### src/rtl/fetch_unit_pkg.sv
// Shared encodings for the fetch stage and the controller:
// next-PC select codes and fetch FSM states.
package fetch_unit_pkg;

    typedef enum logic [1:0] {
        NPC_PLUS4  = 2'b00,
        NPC_BRANCH = 2'b01,
        NPC_JUMP   = 2'b10,
        NPC_JREG   = 2'b11
    } npc_op_e;

    typedef enum logic [1:0] {
        S_IDLE  = 2'b00,
        S_FETCH = 2'b01,
        S_WAIT  = 2'b10,
        S_HOLD  = 2'b11
    } fetch_state_e;

    localparam logic [31:0] JREG_MASK = 32'hFFFF_FFFC;

endpackage

### src/rtl/fetch_unit_npc_calc.sv
// Combinational next-PC: pc+4, branch, jump, jump-register.
// Ports: pc, npc_op, imm16, jaddr26, rs_data in; pc_plus4, next_pc out.
module npc_calc
    import fetch_unit_pkg::*;
(
    input  logic [31:0] pc,
    input  npc_op_e     npc_op,
    input  logic [15:0] imm16,
    input  logic [25:0] jaddr26,
    input  logic [31:0] rs_data,
    output logic [31:0] pc_plus4,
    output logic [31:0] next_pc
);

    logic [31:0] br_off;

    assign pc_plus4 = pc + 32'd4;
    assign br_off   = {{14{imm16[15]}}, imm16, 2'b00};

    always_comb begin
        next_pc = pc_plus4;
        unique case (npc_op)
            NPC_PLUS4:  next_pc = pc_plus4;
            NPC_BRANCH: next_pc = pc_plus4 + br_off;
            NPC_JUMP:   next_pc = {pc_plus4[31:28], jaddr26, 2'b00};
            NPC_JREG:   next_pc = rs_data & JREG_MASK;
            default:    next_pc = pc_plus4;
        endcase
    end

endmodule

### src/rtl/fetch_unit.sv
// Instruction fetch stage: one outstanding req/gnt/rvalid fetch,
// holds inst until commit, then advances pc via npc_calc.
// Ports: clk, rstn, npc_op/imm16/jaddr26/rs_data/commit from control;
// imem_req/addr/gnt/rvalid/rdata to memory; inst/inst_valid/pc/pc_plus4 out.
module fetch_unit
    import fetch_unit_pkg::*;
#(
    parameter logic [31:0] RESET_PC = 32'h0000_0000
) (
    input  logic        clk,
    input  logic        rstn,
    input  logic [1:0]  npc_op,
    input  logic [15:0] imm16,
    input  logic [25:0] jaddr26,
    input  logic [31:0] rs_data,
    input  logic        commit,
    output logic        imem_req,
    output logic [31:0] imem_addr,
    input  logic        imem_gnt,
    input  logic        imem_rvalid,
    input  logic [31:0] imem_rdata,
    output logic [31:0] inst,
    output logic        inst_valid,
    output logic [31:0] pc,
    output logic [31:0] pc_plus4
);

    fetch_state_e state_q, state_d;
    logic [31:0]  pc_q;
    logic [31:0]  inst_q;
    logic [31:0]  next_pc;
    logic         load_inst;
    logic         advance;

    npc_calc u_npc (
        .pc       (pc_q),
        .npc_op   (npc_op_e'(npc_op)),
        .imm16    (imm16),
        .jaddr26  (jaddr26),
        .rs_data  (rs_data),
        .pc_plus4 (pc_plus4),
        .next_pc  (next_pc)
    );

    // rvalid only counts in WAIT, commit only in HOLD; anything
    // arriving in other states is dropped.
    always_comb begin
        state_d   = state_q;
        load_inst = 1'b0;
        advance   = 1'b0;
        unique case (state_q)
            S_IDLE:  state_d = S_FETCH;
            S_FETCH: if (imem_gnt) state_d = S_WAIT;
            S_WAIT: begin
                if (imem_rvalid) begin
                    load_inst = 1'b1;
                    state_d   = S_HOLD;
                end
            end
            S_HOLD: begin
                if (commit) begin
                    advance = 1'b1;
                    state_d = S_FETCH;
                end
            end
            default: state_d = S_IDLE;
        endcase
    end

    always_ff @(posedge clk or negedge rstn) begin
        if (!rstn) begin
            state_q <= S_IDLE;
        end else begin
            state_q <= state_d;
        end
    end

    always_ff @(posedge clk or negedge rstn) begin
        if (!rstn) begin
            pc_q   <= RESET_PC;
            inst_q <= 32'h0;
        end else begin
            if (advance)   pc_q   <= next_pc;
            if (load_inst) inst_q <= imem_rdata;
        end
    end

    assign imem_req   = (state_q == S_FETCH);
    assign imem_addr  = pc_q;
    assign inst       = inst_q;
    assign inst_valid = (state_q == S_HOLD);
    assign pc         = pc_q;

endmodule

### config.mk
export PLATFORM = sky130hd
export DESIGN_NAME = fetch_unit
export DESIGN_NICKNAME = d
export VERILOG_FILES = /design/src/rtl/fetch_unit_pkg.sv /design/src/rtl/fetch_unit_npc_calc.sv /design/src/rtl/fetch_unit.sv
export SDC_FILE = /design/constraint.sdc
export NUM_CORES = 1
export LEC_CHECK = 0
export ABC_AREA = 1
export BUFFER_PORTS_ARGS = -buffer_cell sky130_fd_sc_hd__buf_2
export CORE_UTILIZATION = 55
export DETAILED_ROUTE_END_ITERATION = 7
export GPL_TIMING_DRIVEN = 0
export PLACE_DENSITY = 0.88
export SYNTH_ARGS = -nofsm -noshare
export SYNTH_HDL_FRONTEND = slang
export SYNTH_SLANG_ARGS = --single-unit
### constraint.sdc
create_clock -name clk -period 3.91 [get_ports clk]
set_input_delay 0.5865 -clock clk [delete_from_list [all_inputs] [get_ports clk]]
set_output_delay 0.5865 -clock clk [all_outputs]
set_load 0.03 [all_outputs]
**Word level (Yosys, flattened, before mapping)**

Index checks and enable logic that the tools add are counted.

- Logic and storage cells: 26
- Input bits: 113
- RAM bits: 0
- Memories: 0
- Bits in read-only memories: 0
- Bits in registers: 66
- Latch bits: 0

- Eq/ne operators: 9
- Magnitude comparators: 0
- Shift-type cells: 0
- Multiply operators: 0
- Reductions and logical operators: 3
- Bitwise logic cells: 0
- Multiplexer cells: 9
- Div/mod/pow operators: 0
- $add $sub $neg: 2

Operators with widths:

| cell | number |
|---|---|
| $pmux W32 S4 | 1 |
| $add A32 B3 Y32 const B | 1 |
| $add A32 B32 Y32 | 1 |
| $eq A2 B2 Y1 const B | 4 |
| $pmux W2 S4 | 1 |
| $mux W2 | 3 |
| $eq A2 B1 Y1 const B | 2 |
| $logic_not A2 Y1 | 2 |
| $mux W1 | 4 |
| $ne A2 B2 Y1 const B | 2 |
| $reduce_and A3 Y1 | 1 |
| $ne A2 B1 Y1 const B | 1 |

**Depth between registers and ports, before layout**

- Depth in word-level cells: 3
- Depth in mapped cells: 27
- Mapped depth without buffers: 27

**Cells and area by module**

Synthesis repeated with hierarchy kept, for this count alone.

- Cells, all modules: 1114
- Area, all modules: 6877.8 um^2

By module, submodules not included:

| module | instances | cells each | area an instance (um^2) |
|---|---|---|---|
| npc_calc | 1 | 779 | 3851.2 |
| fetch_unit | 1 | 335 | 3026.7 |

**Worst setup path before layout**

OpenSTA, ideal clock, no wires.

- Kind: register to register
- Start: register pc_q[3], in the netlist imem_addr[3]
- End: register pc_q[31], in the netlist imem_addr[31]
- Arrival: 3.253 ns
- Slack: 0.540 ns
- Cell stages (with the launch flop): 21
- Library setup time: 0.117 ns
- Buffers on the path: 0
- Clock period less this slack: 3.370 ns
- Data required time: 3.793 ns
- Cells stage by stage: dfrtp_1 -> ha_1 -> nand2_1 -> nor2_2 -> nand2_2 -> nor2_4 -> nand2_4 -> inv_2 -> nand2_4 -> xor2_1 -> ha_1 -> nand2_1 -> inv_1 -> a21oi_1 -> nand2_1 -> a21oi_1 -> nand4_1 -> nand3_1 -> nand2_1 -> nand2_1 -> nand2_1

- Cells in the longest elaborated chain, start to end: 3

Ends and longest elaborated chain:

| what | RTL line | source |
|---|---|---|
| from (decl) | fetch_unit.sv:29 | `logic [31:0] pc_q;` |
| from (signal assigned) | fetch_unit.sv:83 | `if (advance) pc_q <= next_pc;` |
| $add A32 B3 Y32 | fetch_unit_npc_calc.sv:17 | `assign pc_plus4 = pc + 32'd4;` |
| net pc_plus4[22] | fetch_unit.sv:25 | `output logic [31:0] pc_plus4` |
| $add A32 B32 Y32 | fetch_unit_npc_calc.sv:24 | `NPC_BRANCH: next_pc = pc_plus4 + br_off;` |
| $pmux W32 S4 | fetch_unit_npc_calc.sv:22 | `unique case (npc_op)` |

The timed path passes the listed nets, and every way through them passes these cells.
A chain may end at the register's enable or synchronous reset.

**Worst setup path after layout**

- Start: register pc_q[2], in the netlist imem_addr[2]
- End: register pc_q[21], in the netlist imem_addr[21]

- Cells in the longest elaborated chain, start to end: 3

Ends and longest elaborated chain:

| what | RTL line |
|---|---|
| $add A32 B3 Y32 * | fetch_unit_npc_calc.sv:17 |
| $add A32 B32 Y32 | fetch_unit_npc_calc.sv:24 |
| $pmux W32 S4 * | fetch_unit_npc_calc.sv:22 |

Mark *: on every way between the ends. The rest lies on a longest branch, timed or not.

==> results_tabular.tex <==
\begin{tabular}{lr}
\hline
Metric & Value \\
\hline
\multicolumn{2}{l}{\textbf{Clocking}} \\
\quad Clock tree from TritonCTS & built \\
\quad Bufs on Longest Clock Path & 2 \\
\quad Clock insertion delay at the later pin of the skew report & 330 ps \\
\quad CTS root buf & clkbuf\_16 \\
\quad Inserted Clock Buffers & 9 \\
\quad Number of buffers inserted by hold repair at cts & 0 \\
\quad H-tree Lvls & 3 \\
\quad Total clock sinks & 64 \\
\quad Resized cells post-CTS & 0 \\
\quad Post CTS Setup Buffer Count & 0 \\
\quad Post-CTS clock slew at the launch and capture registers of the worst setup and hold paths & 60 ps \\
\multicolumn{2}{l}{\textbf{Floorplan}} \\
\quad Placeable core region & roughly 11000 um\^{}2 \\
\quad Starting utilization of the core area & 57.5\% \\
\quad Y dimension of the die & 109 um \\
\quad Die boundary width & 109 um \\
\quad Die outline area & 12000 um\^{}2 \\
\quad Num ports & roughly 240 \\
\quad Placement row count & 38 \\
\multicolumn{2}{l}{\textbf{Placed design}} \\
\quad \# placed instances & 1341 \\
\quad \# port buffers & 232 \\
\quad Half-perimeter wire length after placement & 17.6 mm \\
\quad Placed cell areas & 7700 um\^{}2 \\
\quad Final weighted congestion of routability-driven global placement & 1.02 \\
\quad Setup slack at placement & around 340 ps \\
\multicolumn{2}{l}{\textbf{Logic synthesis}} \\
\quad Area leader, netlist & dfrtp\_1 \\
\quad Area fraction in and, or, nand and nor cells after synthesis & around 33\% \\
\quad Most used flip-flop cell after synthesis & dfrtp\_1 \\
\quad Post-synthesis compound-gate area fraction & about 12\% \\
\quad Mux cell area share after synthesis & 5.68\% \\
\quad Number of enable flip-flop cells after synthesis & 0 \\
\quad Distinct cell type count of the synthesized netlist & between 40 and 50 \\
\quad Cell count after synthesis & slightly below 1k \\
\quad Xor-xnor portion of the synthesized cell area & slightly above 3\% \\
\quad Syn Area/Cell & around 6.6 um\^{}2 \\
\quad Sequential area share after synthesis & approximately a quarter \\
\quad Fraction of registers with async set/reset & 100\% \\
\quad Total of flip-flops plus latches after synthesis & 64 \\
\quad Main area contributors after synthesis & dfrtp\_1 (25\%), nand2\_1 (18\%), ha\_1 (7.5\%) \\
\quad Combinational family with the most area after synthesis & simple AND/OR/NAND/NOR gates \\
\quad Adder-cell share of the synthesized area & 7.81\% \\
\quad Fraction of post-synthesis cell area in the top cell type by area & 25.2\% \\
\quad Post-synthesis instance area & 6340 um\^{}2 \\
\quad Synthesis Warnings & 0 \\
\multicolumn{2}{l}{\textbf{Timing}} \\
\quad Worst Skew & around 6.7 ps \\
\quad Worst Max-Slew Pin Slew & about 800 ps \\
\quad Period utilization & 91.9\% \\
\quad Worst slew margin relative to its limit & 46.8\% \\
\quad Worst setup margin & 317 ps \\
\quad Hold Fails Final Rpt & 0 \\
\quad Slew Limit Fails & 0 \\
\quad Final number of setup-violating endpoints & 0 \\
\quad Unrepaired setup endpoints after global routing & no \\
\quad Total Neg Setup Slack & 0 ps \\
\quad Fmax & 278 MHz \\
\quad Worst hold margin & approximately 350 ps \\
\quad Final Critical Period & 3590 ps \\
\multicolumn{2}{l}{\textbf{Setup path}} \\
\quad Launching point of the worst reg2reg path & imem\_addr[2] \\
\quad Data arrival time at the worst-slack endpoint & 3810 ps \\
\quad Critical path type & flop to flop \\
\quad Largest fanout on the critical path & 5 \\
\quad Data required time at the worst endpoint & 4120 ps \\
\quad R2R cell count & 20 \\
\quad Nature of the critical path startpoint & flop \\
\quad CP Capture Type & flop \\
\quad Worst reg2reg endpoint & imem\_addr[21] \\
\quad R2r setup slk & 320 ps \\
\multicolumn{2}{l}{\textbf{GRT}} \\
\quad Number of global-route vias before repair & just under 7k \\
\quad Overflow left after global routing & 0 \\
\quad Number of antenna violations at the first check in global routing & 0 \\
\quad Met3 usage in global routing & 7.05\% \\
\quad First-pass GRT wire length & 33.2 mm \\
\quad Tot GR Track Use & 37.1\% \\
\quad Grt peak-use layer & met2 \\
\quad GRT met2 Usage & between 60 and 70\% \\
\quad Met1 usage in global routing & 48.2\% \\
\quad Maximum number of pins on one net before global-route repair & 65 \\
\multicolumn{2}{l}{\textbf{Final layout}} \\
\quad Commonest cells after routing, fill and taps aside & nand2\_1 (307), buf\_2 (240), inv\_1 (113), nor2\_1 (85), dfrtp\_1 (64) \\
\quad Antenna cell count & 0 \\
\quad Leading cell type in the layout, fill and taps excluded & nand2\_1 \\
\quad Post-Layout Inst Area & a little over 8000 um\^{}2 \\
\quad Area added between synthesis and finish & 27.4\% \\
\quad Number of inserted filler cells in the final layout & 934 \\
\quad Utilization after layout & about three quarters \\
\quad Number of nets in the layout & 1364 \\
\quad Number of non-filler instances in the completed layout & 1357 \\
\quad Layout cells sized above 1 & 29.8\% \\
\multicolumn{2}{l}{\textbf{Drt}} \\
\quad Post-route DRC violation count & 0 \\
\quad Average wire per cell in the routed design & roughly 16 um \\
\quad Final Routed Wirelength & 21.9 mm \\
\quad Count of vias placed by the detailed router & 7458 \\
\quad Remaining antenna violation count & 0 \\
\quad Starting DRT DRC Count & around 660 \\
\quad Number of detailed-route iterations in the first pass & 5 \\
\quad Via-to-Cell Ratio & roughly 5.5 \\
\multicolumn{2}{l}{\textbf{Outcome}} \\
\quad Result of the run & finished clean \\
\multicolumn{2}{l}{\textbf{Power and ir drop}} \\
\quad Maximum VDD drop & between 0.6 and 0.7 mV \\
\quad Leakage power & 4.57 nW \\
\quad Cell area power density & 877 nW/um\^{}2 \\
\quad Total Power & between 7 and 8 mW \\
\multicolumn{2}{l}{\textbf{Run}} \\
\quad Max-cap violation count & 0 \\
\multicolumn{2}{l}{\textbf{Min path}} \\
\quad Hold Path Class & primary input to asynchronous set/reset pin \\
\hline
\end{tabular}
==> critical path, cell delays in order, from the launching register on <==
cell and delay (ps):
dfrtp_1 450, ha_1 280, nand2_1 150, nor2_4 180, nand2_2 110, nor2_4 150
nand2_4 80, nor2_2 120, xor2_2 260, ha_1 260, nand2_1 130, nor2_1 280
inv_1 100, nor2_1 160, nand4_1 180, nand3_1 130, nand2_1 50, nand3_1 70
o21ai_0 150, nand2_1 120, nand2_1 50
==> worst max path at each step <==
stage,start,cells past startpoint,end,slack [ps]
final,imem_addr[2],20,imem_addr[21],320
after CTS,imem_addr[2],20,imem_addr[21],250
after global placement,imem_addr[2],20,imem_addr[21],430
after global routing,imem_addr[2],20,imem_addr[21],30
after detailed placement,imem_addr[2],20,imem_addr[21],340
after floorplan,imem_addr[3],20,imem_addr[31],540
==> cell families after synthesis <==
| group | Yosys count |
|---|---|
| AOI/OAI and AO/OA | 131 |
| xor gates and xnor gates | 22 |
| adders and majority gates | 39 |
| buffers and inverters | 177 |
| DFF | 64 |
| muxes | 32 |
| other | 1 |
| and+or+nand+nor | 498 |
==> layer usage <==
metal	part of all wire, %	wire, um
met1	39	8630
met3	9.9	2160
met4	4.5	986
met2	46	10100
met5	0	0
==> Yosys cell counts (3+ instances only) <==
cell type  count
o21bai_1       4
buf_2          9
o22ai_1        5
a221oi_1       8
nand3b_1       6
inv_2          4
nand2_2        9
dfrtp_1       64
xor2_1        18
buf_4         36
buf_1          3
a21oi_1       50
nor2_2         6
mux2_2        32
nor2_1        85
inv_1        113
xnor2_1        4
clkbuf_1       8
o211ai_1       6
and2_1         3
o21ai_0       42
clkinv_1       3
nor2_4         6
nor3_1         8
nand4_1       15
nand3_1       47
ha_1          38
a21boi_0       7
nand2_1      307
==> state kept, by name, summed over array words and instances, names as in the netlist <==
register   cells
imem_addr     30
state_q        2
inst          32
==> area by class of cell <==
class | count | area (um^2) | share of cell area (%)
multi-input combinational | 728 | 3980 | 49.2
sequential | 64 | 1600 | 19.8
timing repair buffer | 232 | 1160 | 14.4
inverter | 120 | 450 | 5.57
buffer | 57 | 362 | 4.47
clock buffer | 10 | 239 | 2.96
tap | 140 | 175 | 2.17
clock inverter | 6 | 115 | 1.42
==> power by group <==
group	switching [mW]	total (mW)	internal, mW	leakage, nW
sequential	0.353	1.34	0.985	0.778
clock	0.294	0.937	0.643	0.169
combinational	3.27	4.81	1.54	3.62
total	3.92	7.09	3.17	4.57
(Power assumes the default switching activity.)
